## src/rtl/vending_change_controller_if.sv

```systemverilog
// Front-panel / dispenser signal bundle for vending_change_controller.
//
// Handshake semantics: this bundle has no valid/ready pair and no
// backpressure. Every input is sampled on each rising clock edge.
// i_input_coin and i_trigger_return are one-cycle events. i_select_item
// is a level that is evaluated each cycle. o_output_item, o_return_coin
// and o_coin_reject are single-cycle registered pulses. The dispensers
// must accept a pulse in the cycle in which it is shown.
//
// Signals:
//   i_input_coin      one-hot coin inserted this cycle (multi-hot is rejected)
//   i_select_item     item select request, level per cycle
//   i_trigger_return  user return request, one-cycle pulse
//   o_available_item  item i is affordable and a purchase is possible
//   o_output_item     one-hot dispense pulse
//   o_return_coin     one-hot coin-return pulse
//   o_current_total   registered credit
//   o_wait_time       registered inactivity timer
//   o_busy            change return in progress
//   o_coin_reject     pulse: coin not accepted
//   o_state           FSM state, for debug and checker binding
interface vending_change_controller_if #(
  parameter int kNumCoins  = 3,
  parameter int kNumItems  = 4,
  parameter int kTotalBits = 31
);
  logic [kNumCoins-1:0]  i_input_coin;
  logic [kNumItems-1:0]  i_select_item;
  logic                  i_trigger_return;
  logic [kNumItems-1:0]  o_available_item;
  logic [kNumItems-1:0]  o_output_item;
  logic [kNumCoins-1:0]  o_return_coin;
  logic [kTotalBits-1:0] o_current_total;
  logic [31:0]           o_wait_time;
  logic                  o_busy;
  logic                  o_coin_reject;
  logic [1:0]            o_state;

  modport slave (
    input  i_input_coin, i_select_item, i_trigger_return,
    output o_available_item, o_output_item, o_return_coin,
    output o_current_total, o_wait_time, o_busy, o_coin_reject, o_state
  );

  modport master (
    output i_input_coin, i_select_item, i_trigger_return,
    input  o_available_item, o_output_item, o_return_coin,
    input  o_current_total, o_wait_time, o_busy, o_coin_reject, o_state
  );
endinterface

```

## src/rtl/vending_change_controller.sv

```systemverilog
// vending_change_controller: this module owns the credit total and the
// inactivity timer of the vending machine. It accepts coins and item
// selections. When a return is triggered or the timer expires, it pays
// out change one coin per cycle using a greedy largest-first rule.
//
// Ports:
//   clk      rising-edge clock
//   reset_n  asynchronous active-low reset
//   bus      vending_change_controller_if.slave (see the interface file)
//
// FSM states: IDLE (no credit), ACCUM (credit held, timer running),
// RETURN (paying out change). o_state exposes the current state.
module vending_change_controller #(
  parameter int          kNumCoins  = 3,
  parameter int          kNumItems  = 4,
  parameter int          kTotalBits = 31,
  parameter int          kWaitTime  = 10,
  parameter int unsigned COIN0      = 100,
  parameter int unsigned COIN1      = 500,
  parameter int unsigned COIN2      = 1000,
  parameter int unsigned PRICE0     = 400,
  parameter int unsigned PRICE1     = 500,
  parameter int unsigned PRICE2     = 1000,
  parameter int unsigned PRICE3     = 2000
) (
  input logic                        clk,
  input logic                        reset_n,
  vending_change_controller_if.slave bus
);

  typedef enum logic [1:0] {
    ST_IDLE   = 2'd0,
    ST_ACCUM  = 2'd1,
    ST_RETURN = 2'd2
  } state_t;

  localparam logic [kTotalBits-1:0] kCoin0 = kTotalBits'(COIN0);
  localparam logic [kTotalBits-1:0] kCoin1 = kTotalBits'(COIN1);
  localparam logic [kTotalBits-1:0] kCoin2 = kTotalBits'(COIN2);
  localparam logic [kTotalBits-1:0] kPrice [kNumItems] = '{
    kTotalBits'(PRICE0), kTotalBits'(PRICE1),
    kTotalBits'(PRICE2), kTotalBits'(PRICE3)
  };
  localparam logic [31:0] kReload = 32'(kWaitTime);

  state_t                state_q, state_d;
  logic [kTotalBits-1:0] total_q, total_d;
  logic [31:0]           timer_q, timer_d;
  logic [kNumItems-1:0]  output_item_q, output_item_d;
  logic [kNumCoins-1:0]  return_coin_q, return_coin_d;
  logic                  coin_reject_q, coin_reject_d;

  // Coin decode. Only a clean one-hot pattern has a value. A multi-hot
  // pattern counts as present but illegal, so it is rejected.
  logic                  coin_present;
  logic                  coin_legal;
  logic [kTotalBits-1:0] coin_value;
  logic [kTotalBits:0]   coin_sum;
  logic                  coin_ok;

  always_comb begin
    coin_present = |bus.i_input_coin;
    coin_legal   = 1'b0;
    coin_value   = '0;
    if (bus.i_input_coin == 3'b001) begin
      coin_legal = 1'b1;
      coin_value = kCoin0;
    end else if (bus.i_input_coin == 3'b010) begin
      coin_legal = 1'b1;
      coin_value = kCoin1;
    end else if (bus.i_input_coin == 3'b100) begin
      coin_legal = 1'b1;
      coin_value = kCoin2;
    end
  end

  // The extra carry bit detects credit overflow before the coin is taken.
  assign coin_sum = {1'b0, total_q} + {1'b0, coin_value};
  assign coin_ok  = coin_legal & ~coin_sum[kTotalBits];

  // Selection uses the pre-coin total, so a coin that arrives in the same
  // cycle cannot make an item affordable. The descending scan lets the
  // lowest affordable index win.
  logic                  sel_hit;
  logic [kTotalBits-1:0] sel_price;
  logic [kNumItems-1:0]  sel_onehot;

  always_comb begin
    sel_hit    = 1'b0;
    sel_price  = '0;
    sel_onehot = '0;
    for (int i = kNumItems - 1; i >= 0; i--) begin
      if (bus.i_select_item[i] && (kPrice[i] <= total_q)) begin
        sel_hit       = 1'b1;
        sel_price     = kPrice[i];
        sel_onehot    = '0;
        sel_onehot[i] = 1'b1;
      end
    end
  end

  // Greedy change: pick the largest coin that still fits in the credit.
  logic                  pick_hit;
  logic [kTotalBits-1:0] pick_value;
  logic [kNumCoins-1:0]  pick_onehot;
  logic [kTotalBits-1:0] pick_rest;

  always_comb begin
    pick_hit    = 1'b1;
    pick_value  = '0;
    pick_onehot = '0;
    if (total_q >= kCoin2) begin
      pick_value  = kCoin2;
      pick_onehot = 3'b100;
    end else if (total_q >= kCoin1) begin
      pick_value  = kCoin1;
      pick_onehot = 3'b010;
    end else if (total_q >= kCoin0) begin
      pick_value  = kCoin0;
      pick_onehot = 3'b001;
    end else begin
      pick_hit = 1'b0;
    end
    pick_rest = total_q - pick_value;
  end

  // Next-state and next-output logic.
  always_comb begin
    state_d       = state_q;
    total_d       = total_q;
    timer_d       = timer_q;
    output_item_d = '0;
    return_coin_d = '0;
    coin_reject_d = coin_present & ~coin_ok;

    unique case (state_q)
      ST_IDLE: begin
        if (coin_ok) begin
          total_d = coin_sum[kTotalBits-1:0];
          timer_d = kReload;
          state_d = ST_ACCUM;
        end
      end

      ST_ACCUM: begin
        if (bus.i_trigger_return) begin
          // A trigger takes priority: any coin in this cycle is refused
          // and any select is dropped.
          coin_reject_d = coin_present;
          timer_d       = '0;
          if (total_q < kCoin0) begin
            total_d = '0;
            state_d = ST_IDLE;
          end else begin
            state_d = ST_RETURN;
          end
        end else begin
          total_d = total_q
                  + (coin_ok ? coin_value : '0)
                  - (sel_hit ? sel_price : '0);
          output_item_d = sel_onehot;
          if (coin_ok || sel_hit) begin
            timer_d = kReload;
          end else if (timer_q == 32'd0) begin
            // The timer reached zero on the previous edge: pay out now.
            if (total_q < kCoin0) begin
              total_d = '0;
              state_d = ST_IDLE;
            end else begin
              state_d = ST_RETURN;
            end
          end else begin
            timer_d = timer_q - 32'd1;
          end
        end
      end

      ST_RETURN: begin
        coin_reject_d = coin_present;
        timer_d       = '0;
        if (pick_hit) begin
          return_coin_d = pick_onehot;
          total_d       = pick_rest;
          // Leave on the edge that pays out the last coin, so that o_busy
          // covers exactly the payout cycles.
          if (pick_rest < kCoin0) begin
            total_d = '0;
            state_d = ST_IDLE;
          end
        end else begin
          total_d = '0;
          state_d = ST_IDLE;
        end
      end

      default: begin
        state_d = ST_IDLE;
        total_d = '0;
        timer_d = '0;
      end
    endcase
  end

  always_ff @(posedge clk or negedge reset_n) begin
    if (!reset_n) begin
      state_q       <= ST_IDLE;
      total_q       <= '0;
      timer_q       <= '0;
      output_item_q <= '0;
      return_coin_q <= '0;
      coin_reject_q <= 1'b0;
    end else begin
      state_q       <= state_d;
      total_q       <= total_d;
      timer_q       <= timer_d;
      output_item_q <= output_item_d;
      return_coin_q <= return_coin_d;
      coin_reject_q <= coin_reject_d;
    end
  end

  // Availability is combinational from registered state. It is zero while
  // change is being paid out.
  always_comb begin
    bus.o_available_item = '0;
    for (int i = 0; i < kNumItems; i++) begin
      bus.o_available_item[i] = (state_q != ST_RETURN) && (kPrice[i] <= total_q);
    end
  end

  assign bus.o_output_item   = output_item_q;
  assign bus.o_return_coin   = return_coin_q;
  assign bus.o_current_total = total_q;
  assign bus.o_wait_time     = timer_q;
  assign bus.o_busy          = (state_q == ST_RETURN);
  assign bus.o_coin_reject   = coin_reject_q;
  assign bus.o_state         = state_q;

endmodule

```

## src/flat_wrapper.sv

```systemverilog
// flat-port wrapper written by rule: the top's interface ports become plain ports
module vending_change_controller_flat 
#(
  parameter int          kNumCoins  = 3,
  parameter int          kNumItems  = 4,
  parameter int          kTotalBits = 31,
  parameter int          kWaitTime  = 10,
  parameter int unsigned COIN0      = 100,
  parameter int unsigned COIN1      = 500,
  parameter int unsigned COIN2      = 1000,
  parameter int unsigned PRICE0     = 400,
  parameter int unsigned PRICE1     = 500,
  parameter int unsigned PRICE2     = 1000,
  parameter int unsigned PRICE3     = 2000
)
  (clk, reset_n, bus_i_input_coin, bus_i_select_item, bus_i_trigger_return, bus_o_available_item, bus_o_output_item, bus_o_return_coin, bus_o_current_total, bus_o_wait_time, bus_o_busy, bus_o_coin_reject, bus_o_state);
  vending_change_controller_if #(.kNumCoins(kNumCoins), .kNumItems(kNumItems), .kTotalBits(kTotalBits)) bus_i ();
  input logic clk;
  input logic reset_n;
  input wire logic [$bits(bus_i.i_input_coin)-1:0] bus_i_input_coin;
  input wire logic [$bits(bus_i.i_select_item)-1:0] bus_i_select_item;
  input wire logic [$bits(bus_i.i_trigger_return)-1:0] bus_i_trigger_return;
  output wire logic [$bits(bus_i.o_available_item)-1:0] bus_o_available_item;
  output wire logic [$bits(bus_i.o_output_item)-1:0] bus_o_output_item;
  output wire logic [$bits(bus_i.o_return_coin)-1:0] bus_o_return_coin;
  output wire logic [$bits(bus_i.o_current_total)-1:0] bus_o_current_total;
  output wire logic [$bits(bus_i.o_wait_time)-1:0] bus_o_wait_time;
  output wire logic [$bits(bus_i.o_busy)-1:0] bus_o_busy;
  output wire logic [$bits(bus_i.o_coin_reject)-1:0] bus_o_coin_reject;
  output wire logic [$bits(bus_i.o_state)-1:0] bus_o_state;
  assign bus_i.i_input_coin = bus_i_input_coin;
  assign bus_i.i_select_item = bus_i_select_item;
  assign bus_i.i_trigger_return = bus_i_trigger_return;
  assign bus_o_available_item = bus_i.o_available_item;
  assign bus_o_output_item = bus_i.o_output_item;
  assign bus_o_return_coin = bus_i.o_return_coin;
  assign bus_o_current_total = bus_i.o_current_total;
  assign bus_o_wait_time = bus_i.o_wait_time;
  assign bus_o_busy = bus_i.o_busy;
  assign bus_o_coin_reject = bus_i.o_coin_reject;
  assign bus_o_state = bus_i.o_state;
  vending_change_controller #(.kNumCoins(kNumCoins), .kNumItems(kNumItems), .kTotalBits(kTotalBits), .kWaitTime(kWaitTime), .COIN0(COIN0), .COIN1(COIN1), .COIN2(COIN2), .PRICE0(PRICE0), .PRICE1(PRICE1), .PRICE2(PRICE2), .PRICE3(PRICE3)) u_core (.clk(clk), .reset_n(reset_n), .bus(bus_i));
endmodule
```

## config.mk

```make
export PLATFORM = sky130hd
export DESIGN_NAME = vending_change_controller_flat
export DESIGN_NICKNAME = d
export VERILOG_FILES = /design/src/rtl/vending_change_controller_if.sv /design/src/rtl/vending_change_controller.sv /design/src/flat_wrapper.sv
export SDC_FILE = /design/constraint.sdc
export NUM_CORES = 1
export LEC_CHECK = 0
export BUFFER_PORTS_ARGS = -buffer_cell sky130_fd_sc_hd__buf_2
export CORE_MARGIN = 4
export CORE_UTILIZATION = 35
export DETAILED_ROUTE_END_ITERATION = 7
export PLACE_DENSITY = 0.62
export RECOVER_POWER = 25
export SYNTH_ARGS = -nofsm -noshare
export SYNTH_HDL_FRONTEND = slang
export SYNTH_SLANG_ARGS = --single-unit
```

## constraint.sdc

```tcl
create_clock -name clk -period 6.2 [get_ports clk]
set_clock_uncertainty 0.15 [all_clocks]
set_input_delay 0.93 -clock clk [delete_from_list [all_inputs] [get_ports clk]]
set_output_delay 0.93 -clock clk [all_outputs]
set_load 0.005 [all_outputs]
```

# [After elaboration in Yosys (flattened, before gate mapping)]
# Index checks and enable logic that the tools add are counted.
[word_totals] reg_bits=73 output_inout_bits=78 word_cells=108
[op_classes] addsub=5 order_cmp=9 eq_ne=12 mux=57 bitwise=4 reduce_logical=15
[ops] op="31-bit 2-to-1 mux" n=13
[ops] op="32-bit 2-to-1 mux" n=4
[ops] op="31-bit one-hot mux with 3 select lines" n=1
[ops] op="32-bit one-hot mux with 2 select lines" n=1
[ops] op="9-bit by 31-bit <= comparator with 1-bit output, first input constant" n=2
[ops] op="31-bit by 7-bit < comparator with 1-bit output, second input constant" n=2
[ops] op="31-bit subtractor" n=2
[ops] op="11-bit 2-to-1 mux" n=5
[ops] op="31-bit by 31-bit adder with 32-bit output" n=1
[ops] op="32-bit logical NOT" n=1
[ops] op="32-bit by 1-bit subtractor with 32-bit output, second input constant" n=1
[ops] op="31-bit adder" n=1
[ops] op="31-bit by 10-bit greater-or-equal comparator with 1-bit output, second input constant" n=1
[ops] op="31-bit by 7-bit greater-or-equal comparator with 1-bit output, second input constant" n=1
[ops] op="31-bit by 9-bit greater-or-equal comparator with 1-bit output, second input constant" n=1
[ops] op="10-bit by 31-bit <= comparator with 1-bit output, first input constant" n=1
[ops] op="11-bit by 31-bit <= comparator with 1-bit output, first input constant" n=1
[ops] op="4-bit 2-to-1 mux" n=6
[ops] op="2-bit 2-to-1 mux" n=7
[ops] op="1-bit 2-to-1 mux" n=12
[ops] op="3-bit 2-to-1 mux" n=4
[ops] op="10-bit 2-to-1 mux" n=1
[ops] op="1-bit logical AND" n=8
[ops] op="7-bit 2-to-1 mux" n=1
[ops] op="19 further kinds" n=24

# [Depth between registers and ports, before layout]
[depth] ltp_word=15 ltp_mapped=25

# [Worst setup path after synthesis]
# OpenSTA, ideal clock, no wires.
[synth_timing] path_type="reg-to-reg" from="register u_core.total_q[11], in the netlist u_core.bus.o_current_total[11]" to="register u_core.total_q[26], in the netlist u_core.bus.o_current_total[26]" t_arrival_ns=6.179 required_ns=5.914 slack_ns=-0.265 path_stages_with_launch=20 path_buffers=1 synth_period_minus_slack_ns=6.465 cell_sequence="dfrtp_1 -> inv_1 -> ha_1 -> inv_1 -> or4_1 -> a311oi_1 -> and3_1 -> clkbuf_1 -> and2_1 -> ha_1 -> a21o_1 -> a221oi_1 -> mux2i_1 -> a2111oi_0 -> nand4_1 -> a2111oi_2 -> or4b_4 -> or4b_2 -> a211oi_1 -> nor3_1"
[synth_between] elab_chain_len=13
[synth_lines] item="start, declared" line_no="vending_change_controller.sv:47" text="logic [kTotalBits-1:0] total_q, total_d;"
[synth_lines] item="start signal, assigned" line_no="vending_change_controller.sv:214" text="total_q <= total_d;"
[synth_lines] item="branches (longest 13 deep; another with 31-bit by 31-bit adder with 32-bit output)"
# Several ways; the timed one is not identified. The select of a mux whose other input is x is not followed.
# A chain may end at the register's enable or synchronous reset.

# [Worst setup path after layout]
[layout_timing] from="register u_core.total_q[19], in the netlist u_core.bus.o_current_total[19]" to="register u_core.total_q[23], in the netlist u_core.bus.o_current_total[23]"
# Same word-level chain as after synthesis.

==> impl.org <==
** Yosys
- Unique cell type count in the Yosys netlist :: 90
- After technology mapping, the gate count stands at 1139.
- Fraction of post-synthesis cell area in the top cell type by area :: 20.2%
- Synthesis inferred 73 register bits.
- Synthesized Nets :: 1263
- Counting flops with an async set or reset pin after synthesis yields a share of 100%.
- The synthesized design contains 0 enable-type register cells.
- By area the synthesized netlist is led by dfrtp_1 20%, ha_1 15%, xnor2_1 5.0%, o21ai_0 4.4%, a21oi_1 4.2%.
- Proportion of synthesized chip area in sequential cells :: 20.2%
- Average size of a mapped cell :: 7.94 um2
- The biggest area contributor in the post-synthesis netlist is dfrtp_1.
- Dominant synthesized flop cell :: dfrtp_1
- Mapped cell area :: 0.00904 mm2
- For this run, the number of Yosys warnings is 0.

** Critical path
- Endpoint class of the critical path :: flip-flop
- Required time of the critical path :: 6290 ps
- The worst register-to-register path begins at u_core.bus.o_current_total[19].
- Along the worst path, the maximum fanout reaches 4.
- Together, buffers and inverters on the worst path number 5.
- On the critical path, the stage with the largest delay is an instance of or4b_2.
- The critical path crosses 24 cells after its start point.
- Among the stages of the critical path, the cell type that occurs most often is inv_1.
- The number of cells on the worst reg-to-reg path is 24.
- Critical path, cell by cell :: inv_1, ha_1, nand4_1, or4_4, o2bb2ai_2, nand3_1, nand2_1, inv_1, a21boi_1, ha_2, inv_1, fa_1, a21o_1, buf_4, a22o_1, o211ai_1, mux2_2, o2111ai_1, a2111oi_2, or4b_4, buf_4, or4b_2, a21oi_1, nor3_1
- The critical path in this run is classified as flip-flop to flip-flop.
- The worst setup path is launched from a flip-flop.
- In this design, the stage delay of the slowest critical-path cell is 660 ps.
- End of the worst register-to-register path :: u_core.bus.o_current_total[23]
- Worst endpoint data arrival time :: 6110 ps
- Flop-to-flop setup slack :: 180 ps
- Broken down by cell family, the worst path's largest delay share belongs to simple AND/OR/NAND/NOR gates.

** GRT
- Aggregate global routing overflow :: 0
- Global routing consumed, over all layers together, 24.2% of the routing resources.
- The number of global-route vias before repair is 9703.
- Global-route wire length before repair :: 54.7 mm
- Entering global routing, the biggest net connects 74 pins.
- The number of antenna violations at the first check in global routing is 0.

** Detailed routing
- After detailed routing, the average wire length per cell comes to 20.5 um.
- The detail route stage leaves a number of antenna-violating nets equal to 0.
- For this run, the detailed router's first-pass iteration total came to 7.
- Total number of vias :: 10.1k
- For this block, the routed nets add up to 35.6 mm of wire.
- For this run, design rule violations remaining after detail routing come to 0.
- In the routed layout, each cell is associated on average with a via count of 5.84.
- Starting DRC count in detailed routing :: 953

** Layout
- In the final layout, the share of cells above drive strength 1 is 27.6%.
- For this run, the post-layout net count is 1524.
- Excluding fillers, the count of instances in the completed layout stands at 1735.
- Syn-to-layout area delta :: 30.3%
- Post-layout utilization of the core :: 46.5%
- Leading cell type in the layout, fill and taps excluded :: buf_4
- Fill cells in the final layout number 2568.
- Commonest cells after routing, fill and taps aside :: 199 x buf_4, 102 x ha_1, 93 x nor2_1
- 0 antenna diodes ended up in the layout.

** Floorplan
- The initial utilization of the core area, before any placement, comes to 35.7%.
- The die is 169 um wide.
- Chip height :: 169 um
- Row count :: 58
- Number of top-level pins :: 88
- DIE AREA :: 0.0285 mm2
- After floorplanning, the core was sized to cover 0.0253 mm2.

** Timing
- The worst path meets setup with 182 ps of slack.
- Minimum period implied by the final worst setup slack :: 6020 ps
- Setup violations remaining at the end of the flow were counted as 0.
- Final-report hold violation count :: 0
- In the final timing run, aggregate negative setup slack is 0 ps.
- Based on the critical path, the design can be clocked at up to 0.166 GHz.
- The worst pin sits at a relative slew slack of -187%.
- Of the available clock period, the critical path in the final layout requires 97.1%.
- For the pin with the worst max-slew slack, the measured transition is 4310 ps.
- Hold timing on the final database bottoms out at a slack of 426 ps.
- The max-slew violation count was 74.

** Min path
- Hold Path End :: u_core.bus.o_wait_time[27]
- Hold Path Cell Cnt :: 2
- Worst hold start :: u_core.bus.o_wait_time[27]
- Type of the most critical hold path :: flip-flop to flip-flop

** Clock network
- Longest Clk Path Bufs :: 2
- The root buffer cell chosen for the clock tree is clkbuf_16.
- Clock tree synthesis found a total of 73 sinks.
- Clock latency on the worst-skew pair, taken at its later pin, is 360 ps.
- Hold buffer count at cts :: 0
- After clock tree synthesis, the clock-pin slew on the worst setup and hold paths is 70 ps.
- The H-tree generated during clock tree synthesis spans 3 levels.
- Counting the buffers created by CTS gives 9.
- TritonCTS built the clock tree.

** Power and ir drop
- In this run the power density over the cells is 653 mW/mm2.
- The worst-case IR drop observed on VDD is 351 uV.
- Static leakage power :: 0.00545 uW

** Placement
- Once placement completed, the tool counted placed cells totaling 1712.
- Routability congestion estimate from global placement :: 0.988
- Buffers placed on the I/O ports in this run total 87.
- Prior to clock tree synthesis, the placed netlist has a worst setup slack of -320 ps.
- HPWL Detailed :: 27.8 mm

** Flow run
- The tool flagged a number of max-cap violations equal to 1.

** Run status
- The run finished, with violations left.
- Violated checks :: capacitance limit, slew limit
==> final cells by class <==
| type | instances | area (um2) | area share [%] |
|---|---|---|---|
| clock buffer | 9 | 225 | 1.91 |
| clock inverter | 7 | 103 | 0.871 |
| inverter | 77 | 289 | 2.45 |
| multi-input combinational | 952 | 6980 | 59.3 |
| sequential | 73 | 1830 | 15.5 |
| tap | 330 | 413 | 3.51 |
| timing repair buffer | 287 | 1940 | 16.5 |
==> cells by family after synthesis <==
family	Yosys count	share of synthesized area, %
xor+xnor	78	7.56
fa+ha+maj	114	16.3
simple gates	397	23.3
flops	73	20.2
buf+inv	114	5.00
compound gates	357	27.0
mux	6	0.678
==> how the worst max path moves through the flow <==
stage	from	slack, ps	endpoint
final	u_core.bus.o_current_total[19]	180	u_core.bus.o_current_total[23]
after global placement	bus_i_input_coin[1]	-160	u_core.bus.o_current_total[29]
after CTS	u_core.bus.o_current_total[23]	40	u_core.bus.o_current_total[30]
after floorplan	u_core.bus.o_current_total[11]	30	u_core.bus.o_current_total[26]
after detailed placement	bus_i_input_coin[1]	-320	u_core.bus.o_current_total[27]
after global routing	u_core.bus.o_current_total[13]	-50	u_core.bus.o_current_total[23]
==> routing by layer <==
| layer | up-vias | track usage [%] | part of all wire, % |
|---|---|---|---|
| met5 | - | 0 | 0 |
| met4 | 0 | 9.21 | 3.6 |
| met3 | 70 | 3.43 | 7.1 |
| met2 | 433 | 38.4 | 44 |
| met1 | 4863 | 33.5 | 45 |
| li1 | 4760 | - | - |
==> state kept, by name (all words and copies together) (netlist names) <==
| signal | cells |
|---|---|
| u_core.bus.o_coin_reject | 1 |
| u_core.bus.o_current_total | 31 |
| u_core.bus.o_output_item | 4 |
| u_core.bus.o_return_coin | 3 |
| u_core.bus.o_state | 2 |
| u_core.bus.o_wait_time | 32 |
==> where the power goes <==
part	switching [uW]	internal (uW)	leakage, uW
clock network	251	358	0.000162
logic	3560	2670	0.00432
registers	191	665	0.000967
==> Yosys cell counts, drive strengths merged, types with 15 or more instances <==
library cell	count
nand4	19
xnor2	52
or3	18
ha	108
nor2b	16
nand2	69
clkbuf	23
nor3	41
a31oi	21
nor4	15
inv	76
xor2	26
nand3	37
nor2	93
o21ai	81
dfrtp	73
a21oi	75
==> metrics by stage <==
stage	cell area [um2]	total power (uW)
2_1_floorplan	9050	4590
3_3_place_gp	11200	6760
3_5_place_dp	11200	6800
4_1_cts	11500	7450
5_1_grt	11800	8290
6_report	11800	7690
==> timing repair <==
| item | in CTS | in global routing |
|---|---|---|
| setup endpoints to repair | 2 | 30 |
| resized for setup | 1 | 50 |
| pin swaps | 0 | 13 |
| setup buffers | 0 | 7 |
==> tightest hold or removal path, delay by kind of cell (launching register included) <==
family	cells	cell delay [ps]
xor gates and xnor gates	1	80
DFF	1	370
and+or+nand+nor	1	80
(Power assumes the default switching activity.)
